File: config.mk
export PLATFORM = sky130hd
export DESIGN_NAME = apb_slave_bank
export DESIGN_NICKNAME = d
export VERILOG_FILES = /design/src/rtl/apb_slave_bank.sv
export SDC_FILE = /design/constraint.sdc
export NUM_CORES = 2
export LEC_CHECK = 0
export BUFFER_PORTS_ARGS = -buffer_cell sky130_fd_sc_hd__buf_2
export CELL_PAD_IN_SITES_DETAIL_PLACEMENT = 0
export CELL_PAD_IN_SITES_GLOBAL_PLACEMENT = 1
export CORE_MARGIN = 2
export CORE_UTILIZATION = 58
export CTS_BUF_LIST = sky130_fd_sc_hd__clkbuf_16
export DETAILED_ROUTE_END_ITERATION = 7
export MAX_ROUTING_LAYER = met4
export PLACE_DENSITY = 0.89
export SLEW_MARGIN = 40
export SYNTH_ARGS = -nofsm -noshare
export SYNTH_HDL_FRONTEND = slang
export SYNTH_SLANG_ARGS = --single-unit
File: constraint.sdc
create_clock -name Hclk -period 7.1 [get_ports Hclk]
set_input_delay 0.71 -clock Hclk [delete_from_list [all_inputs] [get_ports Hclk]]
set_output_delay 0.71 -clock Hclk [all_outputs]
set_load 0.02 [all_outputs]
File: src/rtl/apb_slave_bank.sv
`default_nettype none
// +----------------------------------------------------------------------+
// | Module   : apb_slave_bank                                            |
// | Brief    : APB slave with NUM_SLAVES register banks and counters.    |
// | Revision : 1.0                                                       |
// +----------------------------------------------------------------------+
module apb_slave_bank #(
  parameter int NUM_SLAVES  = 3,
  parameter int DEPTH       = 16,
  parameter int WAIT_CYCLES = 0,
  parameter int CNT_W       = 16
) (
  input  logic                  Hclk,
  input  logic                  Hresetn,
  input  logic                  pwrite,
  input  logic                  penable,
  input  logic [NUM_SLAVES-1:0] pselx,
  input  logic [31:0]           paddr,
  input  logic [31:0]           pwdata,
  output logic [31:0]           prdata,
  output logic                  pready,
  output logic                  pslverr,
  output logic [CNT_W-1:0]      wr_cnt,
  output logic [CNT_W-1:0]      rd_cnt,
  output logic [CNT_W-1:0]      err_cnt
);

  localparam int                    c_ADDR_W = $clog2(DEPTH);
  localparam logic [3:0]            c_WAIT   = 4'(WAIT_CYCLES);
  localparam logic [NUM_SLAVES-1:0] c_ONE    = NUM_SLAVES'(1);
  localparam logic [0:0]            c_IDLE   = 1'b0;
  localparam logic [0:0]            c_ACCESS = 1'b1;

  logic [0:0]            r_state;
  logic [0:0]            w_state_nxt;
  logic [3:0]            r_wait_cnt;
  logic [c_ADDR_W-1:0]   r_idx;
  logic                  r_write;
  logic [NUM_SLAVES-1:0] r_sel;
  logic [CNT_W-1:0]      r_wr_cnt;
  logic [CNT_W-1:0]      r_rd_cnt;
  logic [CNT_W-1:0]      r_err_cnt;

  logic [c_ADDR_W-1:0]   w_idx;
  logic                  w_any_sel;
  logic                  w_setup;
  logic                  w_onehot;
  logic                  w_match;
  logic                  w_ready;
  logic                  w_err;
  logic                  w_load;
  logic                  w_dec;
  logic                  w_good_wr;
  logic                  w_good_rd;
  logic [31:0]           w_rd_data;
  logic [31:0]           w_bank_rd [NUM_SLAVES];
  logic                  w_unused_paddr;

  assign w_idx          = paddr[c_ADDR_W+1:2];
  assign w_unused_paddr = &{1'b0, paddr[31:c_ADDR_W+2], paddr[1:0]};
  assign w_any_sel      = |pselx;
  assign w_setup        = w_any_sel & ~penable;
  assign w_onehot       = w_any_sel && ((pselx & (pselx - c_ONE)) == '0);
  assign w_match        = (w_idx == r_idx) && (pwrite == r_write) && (pselx == r_sel);
  assign w_good_wr      = w_ready & ~w_err & pwrite;
  assign w_good_rd      = w_ready & ~w_err & ~pwrite;

  // FSM: state register
  always_ff @(posedge Hclk or negedge Hresetn) begin
    if (!Hresetn) begin
      r_state <= c_IDLE;
    end else begin
      r_state <= w_state_nxt;
    end
  end

  // FSM: next state
  always_comb begin
    w_state_nxt = r_state;
    case (r_state)
      c_IDLE: begin
        if (w_setup) w_state_nxt = c_ACCESS;
      end
      c_ACCESS: begin
        if (!w_any_sel)              w_state_nxt = c_IDLE;
        else if (w_setup)            w_state_nxt = c_ACCESS;
        else if (r_wait_cnt == 4'd0) w_state_nxt = c_IDLE;
      end
      default: w_state_nxt = c_IDLE;
    endcase
  end

  // FSM: outputs; an enable without a preceding setup completes with an error
  always_comb begin
    w_ready = 1'b0;
    w_err   = 1'b0;
    w_load  = 1'b0;
    w_dec   = 1'b0;
    case (r_state)
      c_IDLE: begin
        if (w_setup) begin
          w_load = 1'b1;
        end else if (w_any_sel && penable) begin
          w_ready = 1'b1;
          w_err   = 1'b1;
        end
      end
      c_ACCESS: begin
        if (w_setup) begin
          w_load = 1'b1;
        end else if (w_any_sel) begin
          if (r_wait_cnt != 4'd0) begin
            w_dec = 1'b1;
          end else begin
            w_ready = 1'b1;
            w_err   = !w_onehot || !w_match;
          end
        end
      end
      default: ;
    endcase
  end

  always_ff @(posedge Hclk or negedge Hresetn) begin
    if (!Hresetn) begin
      r_wait_cnt <= '0;
      r_idx      <= '0;
      r_write    <= 1'b0;
      r_sel      <= '0;
    end else if (w_load) begin
      r_wait_cnt <= c_WAIT;
      r_idx      <= w_idx;
      r_write    <= pwrite;
      r_sel      <= pselx;
    end else if (w_dec) begin
      r_wait_cnt <= r_wait_cnt - 4'd1;
    end
  end

  // Counters stick at all-ones instead of wrapping
  always_ff @(posedge Hclk or negedge Hresetn) begin
    if (!Hresetn) begin
      r_wr_cnt  <= '0;
      r_rd_cnt  <= '0;
      r_err_cnt <= '0;
    end else begin
      if (w_good_wr && (r_wr_cnt != '1))          r_wr_cnt  <= r_wr_cnt + 1'b1;
      if (w_good_rd && (r_rd_cnt != '1))          r_rd_cnt  <= r_rd_cnt + 1'b1;
      if (w_ready && w_err && (r_err_cnt != '1))  r_err_cnt <= r_err_cnt + 1'b1;
    end
  end

  for (genvar g = 0; g < NUM_SLAVES; g++) begin : g_bank
    logic [31:0] r_mem [DEPTH];

    always_ff @(posedge Hclk or negedge Hresetn) begin
      if (!Hresetn) begin
        for (int i = 0; i < DEPTH; i++) r_mem[i] <= '0;
      end else if (w_good_wr && pselx[g]) begin
        r_mem[w_idx] <= pwdata;
      end
    end

    assign w_bank_rd[g] = r_mem[w_idx];
  end

  always_comb begin
    w_rd_data = '0;
    for (int i = 0; i < NUM_SLAVES; i++) begin
      if (pselx[i]) w_rd_data = w_rd_data | w_bank_rd[i];
    end
  end

  // Reset gates the outputs so they drop without waiting for a clock edge
  always_comb begin
    pready  = w_ready & Hresetn;
    pslverr = w_ready & w_err & Hresetn;
    prdata  = (w_ready && Hresetn && !w_err && !pwrite) ? w_rd_data : 32'h0;
  end

  assign wr_cnt  = r_wr_cnt;
  assign rd_cnt  = r_rd_cnt;
  assign err_cnt = r_err_cnt;

endmodule
`default_nettype wire

## Word level (Yosys, flattened, before mapping)

Index checks and enable logic that the tools add are counted.

- Register bits after elaboration: 1,597
- Bits of input ports: 71
- Word-level logic and storage cells: 148

- Add/subtract/negate cells: 5
- Magnitude comparators: 2
- Eq/ne operators: 6
- Mux-type cells: 39
- Bitwise logic cells: 15
- Reductions and logical operators: 25

Operators by type and width:

| operator | count |
|---|---|
| $bwmux W512 | 3 |
| $bmux W32 S4 | 3 |
| $mux W32 | 11 |
| $demux W32 S4 | 1 |
| $or A32 B32 Y32 | 2 |
| $add A16 B1 Y16 const B | 3 |
| $ne A16 B16 Y1 const B | 3 |
| $mux W1 | 16 |
| $logic_and A1 B1 Y1 | 15 |
| $mux W4 | 2 |
| $and A1 B1 Y1 | 7 |
| $pmux W1 S2 | 3 |
| $ge A5 B5 Y1 const B | 1 |
| $lt A5 B1 Y1 const B | 1 |
| $not A4 Y5 | 1 |
| $eq A4 B4 Y1 | 1 |
| $logic_not A1 Y1 | 4 |
| $logic_not A4 Y1 | 1 |
| $not A1 Y1 | 4 |
| $reduce_bool A4 Y1 | 1 |
| $sub A4 B1 Y4 const B | 1 |
| $and A3 B3 Y3 | 1 |
| $eq A3 B3 Y1 | 1 |
| $logic_not A3 Y1 | 1 |
| 5 further kinds | 5 |

## Depth between registers and ports, before layout

- Depth after elaboration: 14
- Mapped depth: 10
- Mapped depth without buffers: 8

## Least setup slack after synthesis

Ideal clock, no wire load.

- Kind: input -> output
- Start: in paddr[2]
- End: out prdata[10]
- Arrival time: 2.724 ns
- Path slack: 3.666 ns
- Stages: 8
- Path buffers: 3
- Cells stage by stage: clkbuf_1 -> clkbuf_1 -> buf_1 -> mux4_2 -> a22oi_1 -> nand4_1 -> nor2_1 -> nor2_1

- Word-level cells in the longest chain between the ends: 13
- Elaborated cells between the ends (all ways): 28
- Those cells by class: 1 x eq/ne; 17 x mux; 3 x bitwise; 7 x reduce/logical

RTL lines:

| what | RTL line | source |
|---|---|---|
| from (decl) | 18 | `input logic [31:0] paddr,` |
| parallel branches: the longest is 12 deep, another holds $bmux W32 S4 | - |  |
| $mux W32 * | 178 | `prdata = (w_ready && Hresetn && !w_err && !pwrite) ? w_rd_data : 32'h0;` |
| to (decl) | 20 | `output logic [31:0] prdata,` |

Mark *: on every way between the ends. The select of a mux whose other input is x is not followed.

## Final worst setup path

- Start: in paddr[4]
- End: out prdata[9]

The elaborated chain is that of the path after synthesis.

==> results_dict.tcl <==
set metrics [dict create \
    status "finished, final reports clean" \
    setup_viol 0 \
    final_common_cell "dfrtp_1" \
    worst_pin_slew_ns 0.959 \
    drt_iter0_markers 4047 \
    finalWorstSetupSlack_ns 2.04 \
    first_global_vias 45193 \
    initial_core_util_pct 58.5 \
    cts_tree "built" \
    cpMaxStageDelayCell "nor2b_4" \
    relSlewSlack_pct 36.1 \
    io_buffer_count 124 \
    drive_above_1_share_pct 44.1 \
    crit_fanout 19 \
    rsz0062_at_grt "false" \
    syn_area_um2 73400 \
    avgSynthCellArea_um2 14.8 \
    layout_common_cells "1,597 x dfrtp_1, 1,353 x mux2_2, 298 x mux2i_1" \
    skew_ns 0.0289 \
    ant_nets 0 \
    die_h_um 360 \
    clock_sinks 1597 \
    track_usage_pct 30.6 \
    drt-met1-wl_mm 81.8 \
    cp-start-kind "input port" \
    dr.pass1.iters 5 \
    cts_resized 0 \
    cp.required_ns 6.39 \
    grt_antenna_before_repair 6 \
    worst_path_largest_cell_delay_ns 0.81 \
    clock.fmax_mhz 198 \
    wl_per_cell_um 28.4 \
    finish.net_count 4996 \
    clk_pin_slew_ns 0.06 \
    dr_wl_met2_mm 88.8 \
    final_max_slew_viol_count 0 \
    coreArea_um2 126000 \
    grt_pass1_wl_mm 289 \
    critPathTopFamily "simple AND/OR/NAND/NOR gates" \
    clk_latency_ns 0.82 \
    peakVddDrop_mv 0.220 \
    postCtsSetupRepairBufs 0 \
    ys_seq_elements 1597 \
    synth_flop_cell "dfrtp_1" \
    area_growth_syn_to_layout_pct 9.79 \
    critical_path.n_buffers_inverters 4 \
    async_flop_share_pct 100 \
    fin_crit_ns 5.06 \
    ctsHtreeMaxLevel 4 \
    cts-buffers-inserted 162 \
    cts-root-buf "clkbuf_16" \
    io-pin-count 153 \
    synth_edf_count 0 \
    yosysUniqueCellTypes 52 \
    fp.dieW_um 360 \
    hold_path.class "in2reg" \
    gp_congestion 0.825 \
    setup_tns_ns 0 \
    viasPerCell 6.54 \
    dp_hpwl_mm 112 \
    final_hold_viol_count 0 \
    crit_path_end_kind "primary output" \
    die-area_um2 129000 \
    clockBufferDepth 3 \
    cellPowerDensity_nw_per_um2 227 \
    max_cap_violations 0 \
    dp_slack_ns 2.11 \
    netlist_instances 4976 \
    routed_wl_mm 190 \
    cp_cell_sequence "buf_2, buf_4, nor2b_4, and2_2, buf_4, a22oi_1, nand4_1, nor2_1, nor2_1, buf_2" \
    std_cell_rows 130 \
    top_layer "met4" \
    fin_crit_sh_pct 71.2 \
    wl_met3_mm 13.0 \
    worstPathArrival_ns 4.35 \
    drc 0 \
    grt_max_degree 161 \
    syn_nets 5052 \
    fill_cells 8939 \
    yosysSeqAreaShare_pct 54.4 \
    yosys_warnings 0 \
    vias 43837 \
    overflow 0 \
    leakagePower_nw 40.2 \
    critPathKind "in2out" \
]
metal layers:
metal,vias up,track usage [%]
met3,408,4.96
met1,23696,42.6
li1,18194,-
met2,1539,46.2
met5,-,-
met4,0,10.7
through the flow:
step	total power (W)	utilization (%)	cells	hold WS, ns	cell area (um2)
after floorplan	0.00988	-	4976	0.414	73400
after global placement	0.0103	59.9	6381	0.462	75200
after detailed placement	0.0103	60.1	6400	0.469	75500
after CTS	0.0183	64.1	6699	0.168	80500
after global routing	0.0188	64.2	6704	0.241	80600
final	0.0183	64.2	6707	0.213	80600
power by group:
group | switching, W | internal, W | leakage [nW]
combinational | 0.000735 | 0.000268 | 15.3
clock | 0.00361 | 0.00447 | 2.61
sequential | 0.0000405 | 0.00914 | 22.3
total | 0.00439 | 0.0139 | 40.2
synthesized netlist by cell type (2+ instances only):
| master | number | area, um2 |
|---|---|---|
| a21oi_1 | 97 | 485 |
| buf_4 | 83 | 623 |
| buf_2 | 24 | 120 |
| nand2_1 | 96 | 360 |
| nand2b_1 | 4 | 25.0 |
| xnor2_1 | 43 | 377 |
| buf_6 | 3 | 33.8 |
| mux2_4 | 90 | 1350 |
| ha_1 | 5 | 62.6 |
| xnor2_2 | 2 | 32.5 |
| buf_1 | 67 | 251 |
| nand4_1 | 58 | 363 |
| and3b_1 | 2 | 17.5 |
| and2_1 | 12 | 75.1 |
| mux2_2 | 1353 | 15200 |
| and3_1 | 25 | 156 |
| and4_1 | 6 | 52.6 |
| o22ai_1 | 2 | 12.5 |
| nor3_4 | 30 | 488 |
| mux2_1 | 100 | 1130 |
| clkbuf_1 | 301 | 1130 |
| o21ai_0 | 7 | 35.0 |
| a22oi_1 | 202 | 1520 |
| mux2i_1 | 298 | 2980 |
| nor3_2 | 3 | 30.0 |
| xor2_1 | 6 | 52.6 |
| nor2_1 | 76 | 285 |
| or3_1 | 2 | 12.5 |
| nand3_1 | 99 | 495 |
| nor3b_1 | 2 | 15.0 |
| mux4_2 | 236 | 5320 |
| nor3_1 | 2 | 10.0 |
| nor2b_1 | 7 | 43.8 |
| inv_1 | 11 | 41.3 |
| dfrtp_1 | 1597 | 40000 |
| buf_8 | 9 | 135 |
worst register-to-register path, stage by stage (launching register included):
cell and delay, ns:
dfrtp_1 0.42, inv_1 0.11, ha_1 0.14, nor3b_1 0.34, o2111ai_1 0.23, or4_4 0.71
buf_12 0.33, nor3_4 0.43, buf_4 0.68, mux2_2 0.45
what timing repair did:
item / 4_1_cts / 5_1_grt
endpoints found under the hold margin: 109 / 0
hold buffers: 1 / 0
setup endpoints to repair: 0 / 0
path summary, 6_finish.rpt:
path	start	end	slack, ns	depth (start not counted)
max	paddr[4]	prdata[9]	2.04	10
max in group asynchronous	Hresetn	g_bank[0].r_mem[497]	3.80	7
min in group asynchronous	Hresetn	rd_cnt[4]	0.51	2
max reg2reg	r_wait_cnt[0]	g_bank[1].r_mem[178]	3.16	9
min	penable	r_sel[1]	0.21	2
min reg2reg	g_bank[0].r_mem[298]	g_bank[0].r_mem[298]	0.48	1
cells by family after synthesis:
kind of cell    share of synthesized area [%]
flops                                    54.4
compound gates                           2.85
fa+ha+maj                              0.0852
mux                                      35.4
buf+inv                                  3.18
xor+xnor                                0.629
simple gates                             3.43
state kept, by name, summed over array words and instances (netlist names):
name          cells
r_state           1
r_sel             3
wr_cnt           16
r_wait_cnt        4
r_idx             4
err_cnt          16
g_bank.r_mem   1536
rd_cnt           16
r_write           1
final cells by class:
type	count	area (um2)	share of cell area, %
inverter	11	41.3	0.0512
antenna	3	7.51	0.00931
timing repair buffer	267	2280	2.83
clock inverter	133	826	1.02
tap	1650	2060	2.56
sequential	1597	40000	49.6
multi-input combinational	2881	31300	38.8
clock buffer	165	4130	5.12
No activity file was read; power rests on OpenSTA's default activity.
